**config.mk**
```make
export PLATFORM = sky130hd
export DESIGN_NAME = inj_trig_sequencer
export DESIGN_NICKNAME = d
export VERILOG_FILES = /design/src/rtl/fastreadout_pkg.sv /design/src/rtl/tick_counter.sv /design/src/rtl/inj_trig_sequencer.sv
export SDC_FILE = /design/constraint.sdc
export NUM_CORES = 1
export LEC_CHECK = 0
export CORE_ASPECT_RATIO = 0.75
export CORE_MARGIN = 10
export CORE_UTILIZATION = 50
export CTS_BUF_LIST = sky130_fd_sc_hd__clkbuf_16
export DETAILED_ROUTE_END_ITERATION = 8
export GPL_ROUTABILITY_DRIVEN = 0
export PLACE_DENSITY_LB_ADDON = 0.2
export REMOVE_ABC_BUFFERS = 1
export SLEW_MARGIN = 0
export SYNTH_ARGS = -nofsm -noshare
export SYNTH_HDL_FRONTEND = slang
export SYNTH_SLANG_ARGS = --single-unit
```
**constraint.sdc**
```tcl
create_clock -name clock -period 3.7 [get_ports clock]
set_input_delay 0.74 -clock clock [delete_from_list [all_inputs] [get_ports clock]]
set_output_delay 0.74 -clock clock [all_outputs]
set_load 0.01 [all_outputs]
```
**src/rtl/fastreadout_pkg.sv**
```systemverilog
// rtl/fastreadout_pkg.sv - shared state encoding and defaults for the fast-readout sequencers
package fastreadout_pkg;

    typedef enum logic [2:0] {
        IDLE,
        ARM,
        INJECT,
        DELAY,
        TRIGGER,
        WAIT_RO,
        GAP,
        DONE
    } seq_state_t;

    localparam int ARM_TICKS_DEFAULT = 4;

    // A programmed pulse width of zero still yields a one-tick pulse.
    function automatic logic [7:0] pulse_ticks(input logic [7:0] width);
        return (width == 8'd0) ? 8'd1 : width;
    endfunction

endpackage

```
**src/rtl/tick_counter.sv**
```systemverilog
// rtl/tick_counter.sv - loadable down-counter of ts_tick pulses with a terminal flag
module tick_counter #(
    parameter int CNT_W = 16
) (
    input  logic             clock,
    input  logic             reset,
    input  logic             load,
    input  logic [CNT_W-1:0] load_value,
    input  logic             ts_tick,
    output logic             terminal
);

    logic [CNT_W-1:0] remaining;

    always_ff @(posedge clock or posedge reset) begin
        if (reset) begin
            remaining <= '0;
        end else if (load) begin
            remaining <= load_value;
        end else if (ts_tick && remaining != '0) begin
            remaining <= remaining - CNT_W'(1);
        end
    end

    // Terminal on the tick that consumes the last count; a load of 0 behaves like 1.
    assign terminal = ts_tick && (remaining[CNT_W-1:1] == '0);

endmodule

```
**src/rtl/inj_trig_sequencer.sv**
```systemverilog
// rtl/inj_trig_sequencer.sv - timestamp-tick paced injection/trigger run sequencer
module inj_trig_sequencer
    import fastreadout_pkg::*;
#(
    parameter int CNT_W     = 16,
    parameter int ARM_TICKS = ARM_TICKS_DEFAULT
) (
    input  logic             clock,
    input  logic             reset,
    input  logic             start,
    input  logic             abort,
    input  logic             ts_tick,
    input  logic [CNT_W-1:0] inj_count,
    input  logic [CNT_W-1:0] inj_period,
    input  logic [7:0]       inj_width,
    input  logic [7:0]       trig_width,
    input  logic [CNT_W-1:0] trig_delay,
    input  logic             readout_busy,
    output logic             ts_enable,
    output logic             injection,
    output logic             trigger,
    output logic             busy,
    output logic             done,
    output logic             aborted,
    output logic             overrun,
    output logic [CNT_W-1:0] inj_done_cnt
);

    seq_state_t state, next_state;

    logic [CNT_W-1:0] cfg_count;
    logic [CNT_W-1:0] cfg_period;
    logic [CNT_W-1:0] cfg_delay;
    logic [7:0]       cfg_inj_width;
    logic [7:0]       cfg_trig_width;

    logic [CNT_W-1:0] period_cnt;
    logic [CNT_W:0]   period_next;
    logic             period_elapsed;
    logic             period_reached;

    logic             run_start;
    logic             run_abort;
    logic             set_overrun;
    logic             tmr_load;
    logic [CNT_W-1:0] tmr_value;
    logic             tmr_terminal;

    assign run_start      = (state == IDLE) && start && !abort;
    assign run_abort      = (state != IDLE) && (state != DONE) && abort;
    assign period_next    = {1'b0, period_cnt} + (CNT_W+1)'(1);
    assign period_elapsed = (period_cnt >= cfg_period);
    assign period_reached = (period_next >= {1'b0, cfg_period});

    always_ff @(posedge clock or posedge reset) begin
        if (reset) begin
            state <= IDLE;
        end else begin
            state <= next_state;
        end
    end

    always_comb begin
        next_state  = state;
        set_overrun = 1'b0;
        if (run_abort) begin
            next_state = DONE;
        end else begin
            case (state)
                IDLE:    if (run_start) next_state = ARM;
                ARM:     if (tmr_terminal) next_state = INJECT;
                INJECT:  if (tmr_terminal) next_state = DELAY;
                DELAY:   if (cfg_delay == '0 || tmr_terminal) next_state = TRIGGER;
                TRIGGER: if (tmr_terminal) next_state = WAIT_RO;
                WAIT_RO: begin
                    if (!readout_busy) begin
                        if (cfg_count != '0 && inj_done_cnt == cfg_count) begin
                            next_state = DONE;
                        end else begin
                            next_state = GAP;
                        end
                    end
                end
                GAP: begin
                    // Already past the period on entry: the sequence ran long.
                    if (period_elapsed) begin
                        set_overrun = 1'b1;
                        next_state  = INJECT;
                    end else if (ts_tick && period_reached) begin
                        next_state = INJECT;
                    end
                end
                DONE:    next_state = IDLE;
                default: next_state = IDLE;
            endcase
        end
    end

    assign tmr_load = (next_state != state);

    always_comb begin
        tmr_value = '0;
        case (next_state)
            ARM:     tmr_value = CNT_W'(ARM_TICKS);
            INJECT:  tmr_value = CNT_W'(pulse_ticks(cfg_inj_width));
            DELAY:   tmr_value = cfg_delay;
            TRIGGER: tmr_value = CNT_W'(pulse_ticks(cfg_trig_width));
            default: tmr_value = '0;
        endcase
    end

    tick_counter #(
        .CNT_W(CNT_W)
    ) u_state_timer (
        .clock     (clock),
        .reset     (reset),
        .load      (tmr_load),
        .load_value(tmr_value),
        .ts_tick   (ts_tick),
        .terminal  (tmr_terminal)
    );

    always_ff @(posedge clock or posedge reset) begin
        if (reset) begin
            cfg_count      <= '0;
            cfg_period     <= '0;
            cfg_delay      <= '0;
            cfg_inj_width  <= '0;
            cfg_trig_width <= '0;
            period_cnt     <= '0;
            inj_done_cnt   <= '0;
            overrun        <= 1'b0;
            aborted        <= 1'b0;
            ts_enable      <= 1'b0;
            injection      <= 1'b0;
            trigger        <= 1'b0;
            busy           <= 1'b0;
            done           <= 1'b0;
        end else begin
            if (run_start) begin
                cfg_count      <= inj_count;
                cfg_period     <= inj_period;
                cfg_delay      <= trig_delay;
                cfg_inj_width  <= inj_width;
                cfg_trig_width <= trig_width;
                inj_done_cnt   <= '0;
                overrun        <= 1'b0;
                aborted        <= 1'b0;
            end else begin
                if (state == INJECT && next_state == DELAY) begin
                    inj_done_cnt <= inj_done_cnt + CNT_W'(1);
                end
                if (set_overrun) begin
                    overrun <= 1'b1;
                end
                if (run_abort) begin
                    aborted <= 1'b1;
                end
            end

            // Period is measured from each injection rising edge and saturates.
            if (run_start || (next_state == INJECT && state != INJECT)) begin
                period_cnt <= '0;
            end else if (state != IDLE && ts_tick && period_cnt != '1) begin
                period_cnt <= period_cnt + CNT_W'(1);
            end

            injection <= (next_state == INJECT);
            trigger   <= (next_state == TRIGGER);
            ts_enable <= (next_state != IDLE) && (next_state != DONE);
            busy      <= (next_state != IDLE);
            done      <= (next_state == DONE);
        end
    end

endmodule

```
; ---- After elaboration in Yosys (flattened, before gate mapping)
; Index checks and enable logic that the tools add are counted.
; Widths: inputs -> output; s select.
[word_totals]
register_bits = 122
inputBits = 70
out_inout_bits = 23
word_cells = 97
[op_classes]
add_sub_neg = 4
magnitude_cmp = 2
eq_ne = 18
muxes = 27
n_reduce_logical = 30
[op_table]
columns = operator, n
row1 = $mux 16, 6
row2 = $pmux 16 s4, 1
row3 = $add 16x1->16 const B, 2
row4 = $reduce_bool 16->1, 2
row5 = $mux 3, 9
row6 = $pmux 3 s8, 1
row7 = $eq 3x3->1 const B, 6
row8 = $add 16x1->17 const B, 1
row9 = $ge 17x16->1, 1
row10 = $eq 16x16->1, 1
row11 = $ge 16x16->1, 1
row12 = $logic_not 16->1, 1
row13 = $logic_not 8->1, 2
row14 = $mux 8, 2
row15 = $ne 16x16->1 const B, 1
row16 = $sub 16x1->16 const B, 1
row17 = $logic_not 15->1, 1
row18 = $logic_and 1x1->1, 13
row19 = $eq 3x2->1 const B, 4
row20 = $reduce_bool 2->1, 5
row21 = $mux 1, 8
row22 = $eq 3x1->1 const B, 2
row23 = $ne 3x3->1 const B, 2
row24 = $reduce_bool 3->1, 2
row25 = 5 further kinds, 6

; ---- Logic depth before layout (Yosys ltp)
[logic_depth]
word_depth = 11
ltp_mapped = 19
ltp_nobuf = 18

; ---- Hierarchy
; Synthesis repeated with hierarchy kept, for this count alone.
[unflattened]
cells_unflattened = 813
area_unflattened_um2 = 7138.1
[by_module_without_submodules]
columns = module, instances, cells_per_inst, area_per_inst_um2, seq_area_each_um2
row1 = inj_trig_sequencer, 1, 692, 6099.6, 2652.5
row2 = tick_counter, 1, 121, 1038.5, 400.4

; ---- Worst setup path before layout
; OpenSTA, ideal clock, no wires.
[synth_path]
path_kind = register -> register
startpoint = register period_cnt[0]
endpoint = register u_state_timer.remaining[5]
setup_time_ns = 0.126
arrival_ns = 3.849
required_ns = 3.574
path_slack_ns = -0.275
path_stages_with_launch = 16
n_path_buf = 0
synth_period_minus_slack_ns = 3.975
cell_sequence = dfrtp_1 ha_1 nand3_1 nor4_1 nand3_1 xnor2_1 ha_1 a21o_1 a211o_1 a211oi_1 a41oi_1 a21oi_1 a21o_1 mux2_2 a21boi_1 o32a_1
[synth_between]
elab_chain_len = 10
elab_cells_between_ends = 16
classes_between = add/sub (1) / order compare (2) / eq/ne (5) / mux (6) / reduce/logical (2)
[synth_lines]
columns = item, line_no
row1 = from (decl), inj_trig_sequencer.sv:37  ; logic [CNT_W-1:0] period_cnt;
row2 = from (signal assigned), inj_trig_sequencer.sv:165  ; period_cnt <= period_cnt + CNT_W'(1);
row3 = $add 16x1->17, inj_trig_sequencer.sv:51  ; assign period_next = {1'b0, period_cnt} + (CNT_W+1)'(1);
row4 = $ge 17x16->1, inj_trig_sequencer.sv:53  ; assign period_reached = (period_next >= {1'b0, cfg_period});
row5 = $logic_and 1x1->1, inj_trig_sequencer.sv:89  ; end else if (ts_tick && period_reached) begin
row6 = $mux 3, inj_trig_sequencer.sv:89
row7 = $mux 3 (*), inj_trig_sequencer.sv:86  ; if (period_elapsed) begin
row8 = $pmux 3 s8 (*), inj_trig_sequencer.sv:69  ; case (state)
row9 = $mux 3 (*), inj_trig_sequencer.sv:66  ; if (run_abort) begin
row10 = $eq 3x3->1 (tied with other cells), inj_trig_sequencer.sv:103  ; case (next_state)
row11 = $pmux 16 s4, inj_trig_sequencer.sv:103
row12 = $mux 16, tick_counter.sv:18  ; end else if (load) begin
row13 = to (signal assigned), tick_counter.sv:19  ; remaining <= load_value;
row14 = to (signal assigned), tick_counter.sv:21  ; remaining <= remaining - CNT_W'(1);
row15 = to (decl), tick_counter.sv:13  ; logic [CNT_W-1:0] remaining;
; Mark *: on every way between the ends. The rest lies on a longest branch, timed or not.
; A chain may end at the register's enable or synchronous reset.

; ---- Worst setup path after layout
[layout_path]
startpoint = register period_cnt[10]
endpoint = register u_state_timer.remaining[5]
; The elaborated chain is that of the path after synthesis.

==> flow_metrics.tcl <==
set metrics [dict create \
    status "finished, violations left" \
    violations "setup timing" \
    cts.clk_slew.worst_paths_ns 0.06 \
    p_switching_uw 2680 \
    whs_ns 0.495 \
    io_pins 93 \
    maxCapViolCount 0 \
    power.internal_uw 4040 \
    fin_nets 1024 \
    ys.flop_type "dfrtp_1" \
    cts_made_buffers 17 \
    hold_viol_final 0 \
    synthesis.area_sq_um 6900 \
    cts_max_path_buffers 2 \
    fmax_mhz 259 \
    synth_most_common_cell "nand2_1" \
    ir_drop_mv 0.507 \
    dieArea_sq_um 18900 \
    critPathMaxStageDelay_ns 0.44 \
    grt_max_degree 89 \
    setup-violations-final 19 \
    tightest_slew_ns 0.843 \
    die_y_um 122 \
    rsz0062_at_grt "true" \
    cts_num_sinks 122 \
    rows 37 \
    antenna_left 0 \
    synthTopCellsByArea "dfrtp_1 44%, nand2_1 12%, ha_1 6.3%" \
    period_minus_slack_ns 3.86 \
    drtPass1Iterations 6 \
    ys_ff_latch 122 \
    avgViaCountPerCell 5.76 \
    antenna_cells 0 \
    grt_use_total_pct 20.4 \
    routedWlPerCell_um 17.7 \
    hp-class "reg -> reg" \
    p_clk_share_pct 22.9 \
    pre_cts_slack_ns -0.111 \
    crit_top_cell "buf_4" \
    comb_power_share_pct 44.1 \
    hold_buffers 0 \
    fillers 1087 \
    crit_path_start_kind "flip-flop" \
    totalWireLength_um 19500 \
    finClkSkew_ns 0.00798 \
    p_seq_share_pct 33.1 \
    die_w_um 156 \
    netlist_instances 789 \
    crit_fanout 4 \
    setup_tns_ns -0.981 \
    worst_slack_ns -0.158 \
    drt_iter0_drc 565 \
    worstSetupEndpointType "flip-flop" \
    async_flop_share_pct 100 \
    p_leak_uw 0.00432 \
    yosys-top-cells-count "228 x nand2_1, 122 x dfrtp_1, 41 x nor2_1" \
    start_util_pct 50.7 \
    yosysWarningCount 0 \
    drc 0 \
    synth_edf_count 0 \
    syn_to_final_growth_pct 30.1 \
    synth-seq-area-share_pct 44.3 \
    r2r_cells 17 \
    powerDensity_nw_per_um2 749 \
    clk_latency_ns 0.42 \
    required_ns 3.99 \
    synth_top_area_share_pct 44.3 \
    grt_overflow 0 \
    slowest_stage "dfrtp_2" \
    slew_violations 0 \
    synth_cell_types 64 \
    io_buffers 92 \
    via_count 6371 \
    grt_pass1_vias 6344 \
    synth.avg_cell_area_sq_um 8.74 \
    core_area_sq_um 13600 \
    hold_depth 2 \
    path_class "reg -> reg" \
    crit_chain "buf_4, and3_1, and3_4, and3_4, buf_4, xor2_1, ha_1, a21o_1, a211o_1, a211oi_2, a41oi_1, a21oi_1, a21o_1, buf_4, mux2_4, a21boi_1, o32a_1" \
    drive_above_1_share_pct 12.4 \
    swShare_pct 39.9 \
    antenna_found_initial 0 \
    cts_tree "done" \
    synth_top_area_cell "dfrtp_1" \
    dp_hpwl_um 13900 \
    min_period_over_period_pct 104 \
    htreeDepth 4 \
    grt_pass1_wl_um 31700 \
    cts-root-buf "clkbuf_16" \
    slew_headroom_pct 43.8 \
    arrival_ns 4.15 \
]
[registers in the layout, summed over array words and instances, names as in the netlist]
signal,cells
cfg_inj_width,8
trigger,1
injection,1
cfg_delay,16
cfg_count,16
ts_enable,1
period_cnt,16
cfg_period,16
cfg_trig_width,8
done,1
u_state_timer.remaining,16
inj_done_cnt,16
aborted,1
busy,1
overrun,1
state,3
[worst max-delay path: cells and delay by family (launching register included)]
family	cells	cell delay (ns)
compound gates	8	1.66
simple gates	3	0.51
flops	1	0.44
fa+ha+maj	1	0.23
xor+xnor	1	0.15
buf+inv	3	0.44
mux	1	0.31
[final timing paths]
check / from / to / slack, ns
max: period_cnt[10]$_DFFE_PP0P_ / u_state_timer.remaining[5]$_DFFE_PP0P_ / -0.16
min: cfg_trig_width[0]$_DFFE_PP0P_ / cfg_trig_width[0]$_DFFE_PP0P_ / 0.49
max reg2reg: period_cnt[10]$_DFFE_PP0P_ / u_state_timer.remaining[5]$_DFFE_PP0P_ / -0.16
min reg2reg: cfg_trig_width[0]$_DFFE_PP0P_ / cfg_trig_width[0]$_DFFE_PP0P_ / 0.49
max in group asynchronous: reset / period_cnt[10]$_DFFE_PP0P_ / 2.19
min in group asynchronous: reset / cfg_count[5]$_DFFE_PP0P_ / 0.68
[repair_timing]
item / in CTS / in global routing
resized for setup: 6 / 24
pin swaps: 2 / 18
gates cloned: 0 / 1
buffers inserted: 1 / 15
setup endpoints to repair: 32 / 33
endpoints found under the hold margin: 0 / 0
[routing by layer]
metal / routed length (um) / vias to the layer above / share of wire, % / global-route usage, %
met5: 0 / - / 0 / 0
met4: 320 / 0 / 1.6 / 5.25
met3: 1610 / 37 / 8.2 / 6.30
met2: 8950 / 282 / 46 / 31.9
met1: 8650 / 3076 / 44 / 27.3
li1: - / 2976 / - / -
[cell families after synthesis]
group                    synth area share, %
adder cells (fa/ha/maj)                 6.35
XOR/XNOR                                7.36
AND/OR/NAND/NOR                         25.0
buffers and inverters                   3.70
flip-flops                              44.3
AO/OA/AOI/OAI                           12.0
multiplexers                            1.34
[cell type report]
cell class	count	area [sq um]	share of cell area [%]
flip-flops and latches	122	3060	34.1
multi-input cells	609	3740	41.6
well taps	175	219	2.44
clock buffers	17	425	4.74
inverters	28	108	1.20
repair buffers	141	1310	14.6
clock inverters	14	116	1.30
[layout by cell type (no fill, tap or decap), types with 6 or more instances in the layout]
cell type	Yosys	final
nand2_1	228	227
dfrtp_1	122	117
clkdlybuf4s50_1	0	92
buf_4	1	46
nor2_1	41	39
o21ai_0	35	35
ha_1	35	35
xor2_1	31	31
inv_1	27	29
a21oi_1	26	26
xnor2_1	27	26
nand3_1	23	19
clkbuf_16	0	17
nor4_1	17	16
nand4_1	16	16
nor3_1	18	15
o2bb2ai_1	8	8
or3_1	7	7
o211ai_1	7	7
mux2i_1	7	7
a21o_1	6	6
a32oi_1	6	6
[stage by stage]
stage	cell area, sq um	cells	power [uW]	util (%)
floorplan	6750	758	3930	-
CTS	8750	1090	6530	64.3
finish	8970	1106	6720	65.9
global route	8970	1106	7170	65.9
detailed placement	8170	1058	4920	60.0
global placement	8170	1058	4790	60.0
[power by group through the flow]
stage | Sequential [uW] | Clock, uW | Combinational (uW)
after global routing | 2280 | 1620 | 3270
final | 2220 | 1540 | 2960
after floorplan | 2120 | 0 | 1810
after CTS | 2210 | 1550 | 2770
after global placement | 2200 | 0 | 2580
after detailed placement | 2230 | 0 | 2700
Power figures use the tool's default switching activity.
